**src/rtl/chiselwatt_reset_seq.sv**
```systemverilog
// ----------------------------------------------------------------------------
// chiselwatt_reset_seq
//
// Power-up reset sequencer for a PLL-clocked core. Runs on the free-running
// board reference clock (never the PLL output). The sequence is:
//   PLL_RST   : hold the PLL in reset for PLL_RST_CYCLES cycles
//   WAIT_LOCK : wait for the synchronized lock indicator
//   HOLD      : lock must stay high for HOLD_CYCLES consecutive cycles
//   RUN       : core out of reset; a lock loss re-resets the PLL, a soft
//               request re-enters HOLD without touching the PLL
//
// Ports:
//   clock         in   board reference clock
//   reset_n       in   asynchronous active-low reset
//   lock          in   PLL lock, asynchronous to clock
//   soft_rst_req  in   single-cycle request to re-reset only the core
//   pll_rst       out  active-high PLL reset
//   core_rst      out  active-high core reset (consumer re-synchronizes)
//   ready         out  high only in RUN, always ~core_rst
//   relock_count  out  saturating count of lock losses seen in RUN
//   state_dbg_o   out  current FSM state (debug visibility)
//
// Build option:
//   CHISELWATT_LOCK_TIMEOUT_EN - when defined, WAIT_LOCK gives up after
//   LOCK_TIMEOUT cycles without lock and resets the PLL again. When not
//   defined, WAIT_LOCK waits forever and LOCK_TIMEOUT does not size the
//   cycle counter.
// ----------------------------------------------------------------------------
module chiselwatt_reset_seq #(
    parameter int unsigned SYNC_STAGES    = 2,     // minimum 2
    parameter int unsigned PLL_RST_CYCLES = 16,
    parameter int unsigned HOLD_CYCLES    = 1024,
    parameter int unsigned LOCK_TIMEOUT   = 65535
) (
    input  logic       clock,
    input  logic       reset_n,
    input  logic       lock,
    input  logic       soft_rst_req,
    output logic       pll_rst,
    output logic       core_rst,
    output logic       ready,
    output logic [7:0] relock_count,
    output logic [1:0] state_dbg_o
);

    typedef enum logic [1:0] {
        S_PLL_RST   = 2'd0,
        S_WAIT_LOCK = 2'd1,
        S_HOLD      = 2'd2,
        S_RUN       = 2'd3
    } state_t;

`ifdef CHISELWATT_LOCK_TIMEOUT_EN
    localparam bit TIMEOUT_EN = 1'b1;
`else
    localparam bit TIMEOUT_EN = 1'b0;
`endif

    // The counter only has to reach the largest terminal count it is used
    // for; the lock timeout only contributes when the timeout is built in.
    localparam int unsigned MAX_PH   = (PLL_RST_CYCLES > HOLD_CYCLES) ? PLL_RST_CYCLES : HOLD_CYCLES;
    localparam int unsigned CNT_MAX  = (TIMEOUT_EN && (LOCK_TIMEOUT > MAX_PH)) ? LOCK_TIMEOUT : MAX_PH;
    localparam int unsigned CNT_W    = (CNT_MAX < 2) ? 1 : $clog2(CNT_MAX + 1);

    // Terminal counts: the counter starts at 0 on state entry, so a phase of
    // N cycles ends when the counter holds N-1.
    localparam logic [CNT_W-1:0] PLL_LAST  = CNT_W'(PLL_RST_CYCLES - 1);
    localparam logic [CNT_W-1:0] HOLD_LAST = CNT_W'(HOLD_CYCLES - 1);
`ifdef CHISELWATT_LOCK_TIMEOUT_EN
    localparam logic [CNT_W-1:0] TO_LAST   = CNT_W'(LOCK_TIMEOUT - 1);
`endif

    state_t                 state_q, state_d;
    logic [CNT_W-1:0]       cnt_q, cnt_d;
    logic [7:0]             relock_q, relock_d;
    logic [SYNC_STAGES-1:0] sync_q;
    logic                   lock_s;
    logic                   pll_rst_q, core_rst_q, ready_q;

    // Lock synchronizer: bit 0 is the metastability-exposed flop.
    always_ff @(posedge clock or negedge reset_n) begin
        if (!reset_n) begin
            sync_q <= '0;
        end else begin
            sync_q <= {sync_q[SYNC_STAGES-2:0], lock};
        end
    end

    assign lock_s = sync_q[SYNC_STAGES-1];

    always_ff @(posedge clock or negedge reset_n) begin
        if (!reset_n) begin
            state_q    <= S_PLL_RST;
            cnt_q      <= '0;
            relock_q   <= '0;
            pll_rst_q  <= 1'b1;
            core_rst_q <= 1'b1;
            ready_q    <= 1'b0;
        end else begin
            state_q    <= state_d;
            cnt_q      <= cnt_d;
            relock_q   <= relock_d;
            // Outputs are registered from the next state so they line up
            // with state_q while staying free of any input-to-output path.
            pll_rst_q  <= (state_d == S_PLL_RST);
            core_rst_q <= (state_d != S_RUN);
            ready_q    <= (state_d == S_RUN);
        end
    end

    always_comb begin
        state_d  = state_q;
        cnt_d    = cnt_q;
        relock_d = relock_q;

        case (state_q)
            S_PLL_RST: begin
                if (cnt_q == PLL_LAST) begin
                    state_d = S_WAIT_LOCK;
                    cnt_d   = '0;
                end else begin
                    cnt_d = cnt_q + 1'b1;
                end
            end

            S_WAIT_LOCK: begin
                if (lock_s) begin
                    state_d = S_HOLD;
                    cnt_d   = '0;
`ifdef CHISELWATT_LOCK_TIMEOUT_EN
                end else if (cnt_q == TO_LAST) begin
                    // Give up on this lock attempt; this is not a lock loss,
                    // so relock_count is left alone.
                    state_d = S_PLL_RST;
                    cnt_d   = '0;
                end else begin
                    cnt_d = cnt_q + 1'b1;
`endif
                end
            end

            S_HOLD: begin
                // Any dip in lock restarts the stability window without
                // resetting the PLL.
                if (!lock_s) begin
                    state_d = S_WAIT_LOCK;
                    cnt_d   = '0;
                end else if (cnt_q == HOLD_LAST) begin
                    state_d = S_RUN;
                    cnt_d   = '0;
                end else begin
                    cnt_d = cnt_q + 1'b1;
                end
            end

            S_RUN: begin
                // Lock loss takes priority; a coincident soft request is dropped.
                if (!lock_s) begin
                    state_d = S_PLL_RST;
                    cnt_d   = '0;
                    if (relock_q != 8'hFF) begin
                        relock_d = relock_q + 8'd1;
                    end
                end else if (soft_rst_req) begin
                    state_d = S_HOLD;
                    cnt_d   = '0;
                end
            end

            default: begin
                state_d = S_PLL_RST;
                cnt_d   = '0;
            end
        endcase
    end

    assign pll_rst      = pll_rst_q;
    assign core_rst     = core_rst_q;
    assign ready        = ready_q;
    assign relock_count = relock_q;
    assign state_dbg_o  = state_q;

endmodule

```
**config.mk**
```make
export PLATFORM = sky130hd
export DESIGN_NAME = chiselwatt_reset_seq
export DESIGN_NICKNAME = d
export VERILOG_FILES = /design/src/rtl/chiselwatt_reset_seq.sv
export SDC_FILE = /design/constraint.sdc
export NUM_CORES = 1
export LEC_CHECK = 0
export CORE_UTILIZATION = 57
export CTS_CLUSTER_DIAMETER = 80
export DETAILED_ROUTE_END_ITERATION = 7
export PLACE_DENSITY = 0.91
export SYNTH_ARGS = -nofsm -noshare
export SYNTH_HDL_FRONTEND = slang
export SYNTH_SLANG_ARGS = --single-unit
```
**constraint.sdc**
```tcl
create_clock -name clock -period 3.4 [get_ports clock]
set_input_delay 0.68 -clock clock [delete_from_list [all_inputs] [get_ports clock]]
set_output_delay 0.68 -clock clock [all_outputs]
set_load 0.005 [all_outputs]
```
# Word level (Yosys, flattened, before mapping)
# Index checks and enable logic that the tools add are counted.
# classes
add_sub_neg	2
n_eq_ne	10
mux	14
n_bitwise	1
n_reduce_logical	4
# op_table
operator	count
$mux W11	6
$pmux W11 S4	1
$mux W2	6
$add A11 B1 Y11 const B	1
$eq A11 B10 Y1 const B	1
$eq A11 B4 Y1 const B	1
$add A8 B1 Y8 const B	1
$ne A8 B8 Y1 const B	1
$pmux W2 S4	1
$eq A2 B2 Y1 const B	3
$logic_not A2 Y1	2
$ne A2 B2 Y1 const B	2
$ne A3 B3 Y1 const B	1
$reduce_and A3 Y1	1
$eq A2 B1 Y1 const B	1
$reduce_and A2 Y1	1
$not A1 Y1	1
# totals
ff_bits	26
in_bits	4
wordCells	38

# Longest topological paths before layout
# depth
depth_word	5
mapped_depth	6
depth_no_buf	5

# Worst setup path before layout
# Ideal clock, no wire load.
# synth_path
path_type	register to register
from	register cnt_q[6]
to	register cnt_q[0]
setup_ps	125
arrival_time_ps	1788
t_required_ps	3275
setup_slack_ps	1487
path_stages_with_launch	5
period_less_slack_ps	1913
path_cell_list	dfrtp_1 -> or4_1 -> o41a_1 -> a21o_1 -> mux2_2
# synth_via
elab_chain_len	4
word_cells_on_any_way	6
classes_between	eq/ne: 2; mux: 4
# synth_rtl
item	line	rtl
start, declared	74	logic [CNT_W-1:0] cnt_q, cnt_d;
start signal, assigned	101	cnt_q <= cnt_d;
$eq A11 B10 Y1	148	end else if (cnt_q == HOLD_LAST) begin
$mux W11	148	
$mux W11	145	if (!lock_s) begin
$pmux W11 S4 (*)	116	case (state_q)
# Every way passes the cells marked *; elsewhere a longest branch is shown, timed or not.
# A chain may end at the register's enable or synchronous reset.

# Worst setup path in the final report
# layout_path
from	input port soft_rst_req
to	register cnt_q[9]
# layout_via
elab_chain_len	2
# layout_rtl
item	line	rtl
start, declared	38	input logic soft_rst_req,
$ne A3 B3 Y1 (no line)	n/a	
$reduce_and A2 Y1 (no line)	n/a	
# No other way between the ends.

==> impl_metrics.yaml <==
power:
  p_switching_w: 0.0000980
  share_comb_of_total_power: 0.020
  power_w: 0.000532
  leakage_nw: 0.651
  power.clock.fraction: 0.394
  p_per_area_mw_per_mm2: 353
  intPower_w: 0.000434
  p_sw_frac: 0.184
  seqPwrFrac: 0.586
  vdd_drop_max_uv: 366
sta:
  setup_violations: 0
  worst_pin_slew_ns: 0.511
  fmax_mhz: 451
  final.period_utilization: 0.653
  period_needed_ns: 2.22
  clock_skew_ns: 0.00247
  relSlewSlack: 0.657
  hold_viol_final: 0
  timing.final.ws_setup_ns: 1.18
  fin_tns_setup_ns: 0
  drv_slew: 0
  rsz0062_at_grt: "false"
route:
  vias: 991
  drt_iter0_drc: 52
  drtAntennaViolNets: 0
  routedWlPerCell_um: 15.3
  drt_wl_total_um: 2450
  drtPass1Iterations: 5
  viasPerCell: 6.19
  drc: 0
global_routing:
  grt_max_degree: 27
  groute.usage.overall: 0.233
  use_met2: 0.352
  grt_pass1_wl_um: 4270
  grtUsageMet3: 0.0498
  use_met1: 0.330
  antenna_found_initial: 0
  grt.busiest_layer: "met2"
  grt_overflow: 0
  grt_pass1_vias: 921
clock_tree:
  cts_sinks: 26
  cts_made_buffers: 3
  cts.path.max_buffers: 2
  htreeDepth: 1
  cts_tree: "done"
  root_buffer: "clkbuf_4"
  cts.repair.resized: 0
  clk_pin_slew_worst_paths_ns: 0.14
  worstSkewPairLatency_ns: 0.32
  cts_hold_repair.buffers: 0
  postCtsSetupBuffers: 0
die:
  io_pins: 17
  die_y_um: 49.2
  initial_utilization: 0.627
  die-width_um: 49.2
  core_area_sq_mm: 0.00202
  fp-row-count: 16
  die_area_sq_mm: 0.00242
finish:
  fillers: 145
  mostFrequentLayoutCell: "dfrtp_1"
  final_layout_size_suffix_gt1_frac: 0.0977
  final_cell_area_sq_mm: 0.00151
  final_cell_mix: "dfrtp_1, clkdlybuf4s50_1, nand3_1"
  syn2layout_area_growth_pct: 19.1
  final_nets: 140
  n_antenna_cell: 0
placement:
  place_area_sq_mm: 0.00146
  hpwlAfterDp_um: 1720
  place_congestion: 0.880
  portBuffers: 16
  place_ws_ns: 0.876
yosys:
  ys_seq_area_frac: 0.515
  synth_cell_types: 40
  syn_inst: 115
  synth_warnings: 0
  syn_nets: 121
  synth_edf_count: 0
  ys.flop_type: "dfrtp_1"
  ys_ff_latch: 26
  syn-cell-area_sq_mm: 0.00127
  synth_async_sr_flop_share: 1.00
  avgSynthCellArea_sq_um: 11.0
critical_path:
  setup.worst_path.start_class: "input port"
  worstPathMaxFanout: 14
  path_class: "in2reg"
  r2r_cells: 5
  critPathRequiredTime_ns: 3.59
  endpoint_kind: "flip-flop"
  cp.arrival_ns: 2.41
outcome:
  status: "finished, final reports clean"
flow_run:
  cap_violations: 0
hold_path:
  holdPathStages: 0
  min_path_type: "reg2reg"
==> power by group through the flow <==
stage               clock [W]  combinational, W  sequential (W)
global placement            0         0.0000110        0.000318
finish               0.000209         0.0000108        0.000312
floorplan                   0       0.000000729        0.000317
CTS                  0.000213         0.0000113        0.000312
global route         0.000225         0.0000124        0.000312
detailed placement          0         0.0000113        0.000318
==> sequential cells by signal (all words and copies together) (netlist names) <==
name / count
ready: 1
core_rst: 1
sync_q: 2
cnt_q: 11
pll_rst: 1
relock_count: 8
state_dbg_o: 2
==> final cells by class <==
class	count	area, sq um	area share
clock buffers	3	22.5	0.0149
clock inverters	1	30.0	0.0199
inverters	2	7.51	0.00498
multi-input cells	84	594	0.394
flip-flops and latches	26	653	0.433
well taps	27	33.8	0.0224
repair buffers	17	168	0.111
==> cell families (layout without fill, tap and decap cells) <==
| kind of cell | count (synthesis) | in the layout | synth area share |
|---|---|---|---|
| AOI/OAI and AO/OA | 22 | 22 | 0.129 |
| buffers and inverters | 5 | 23 | 0.0158 |
| and+or+nand+nor | 46 | 46 | 0.216 |
| xor gates and xnor gates | 9 | 9 | 0.0622 |
| adders and majority gates | 2 | 2 | 0.0197 |
| muxes | 5 | 5 | 0.0415 |
| DFF | 26 | 26 | 0.515 |
==> final timing paths <==
path                                      start              endpoint  slack (ns)
setup / recovery                   soft_rst_req  cnt_q[9]$_DFFE_PN0P_        1.18
hold / removal              sync_q[0]$_DFF_PN0_   sync_q[1]$_DFF_PN0_        0.37
setup reg to reg           cnt_q[0]$_DFFE_PN0P_  cnt_q[9]$_DFFE_PN0P_        1.26
hold reg to reg             sync_q[0]$_DFF_PN0_   sync_q[1]$_DFF_PN0_        0.37
max in group asynchronous               reset_n     pll_rst$_DFF_PN1_        2.41
min in group asynchronous               reset_n       ready$_DFF_PN0_        0.70
==> cells in the mapped netlist, drive strengths merged (2+ instances only) <==
| cell | count | area [sq um] |
|---|---|---|
| xnor2 | 6 | 52.6 |
| o41ai | 3 | 26.3 |
| or2 | 2 | 12.5 |
| clkbuf | 2 | 7.51 |
| dfrtp | 24 | 601 |
| nand3 | 8 | 40.0 |
| o31ai | 2 | 15.0 |
| inv | 2 | 7.51 |
| mux2i | 3 | 30.0 |
| o21ai | 2 | 10.0 |
| dfstp | 2 | 52.6 |
| and3 | 5 | 31.3 |
| or4 | 4 | 30.0 |
| nor3 | 3 | 15.0 |
| nor2 | 4 | 15.0 |
| a211oi | 3 | 35.0 |
| a21oi | 7 | 35.0 |
| nand2 | 7 | 26.3 |
| ha | 2 | 25.0 |
| mux2 | 2 | 22.5 |
| xor2 | 3 | 26.3 |
| or4b | 2 | 20.0 |
==> critical path, stage by stage <==
cell	delay (ns)
clkdlybuf4s50_1	0.50
and4b_1	0.24
or2_2	0.41
o41ai_1	0.43
a21oi_1	0.14
==> layer usage <==
metal,part of all wire,wire [um]
met3,0.064,156
met4,0.013,32
met1,0.46,1120
met2,0.47,1140
met5,0,0
==> through the flow <==
stage | instances | hold WS (ns) | util
2_1_floorplan | 115 | 0.331 | -
3_3_place_gp | 156 | 0.332 | 0.720
3_5_place_dp | 156 | 0.340 | 0.720
4_1_cts | 160 | 0.372 | 0.746
5_1_grt | 160 | 0.377 | 0.746
6_report | 160 | 0.369 | 0.746
No activity file was read; power rests on OpenSTA's default activity.
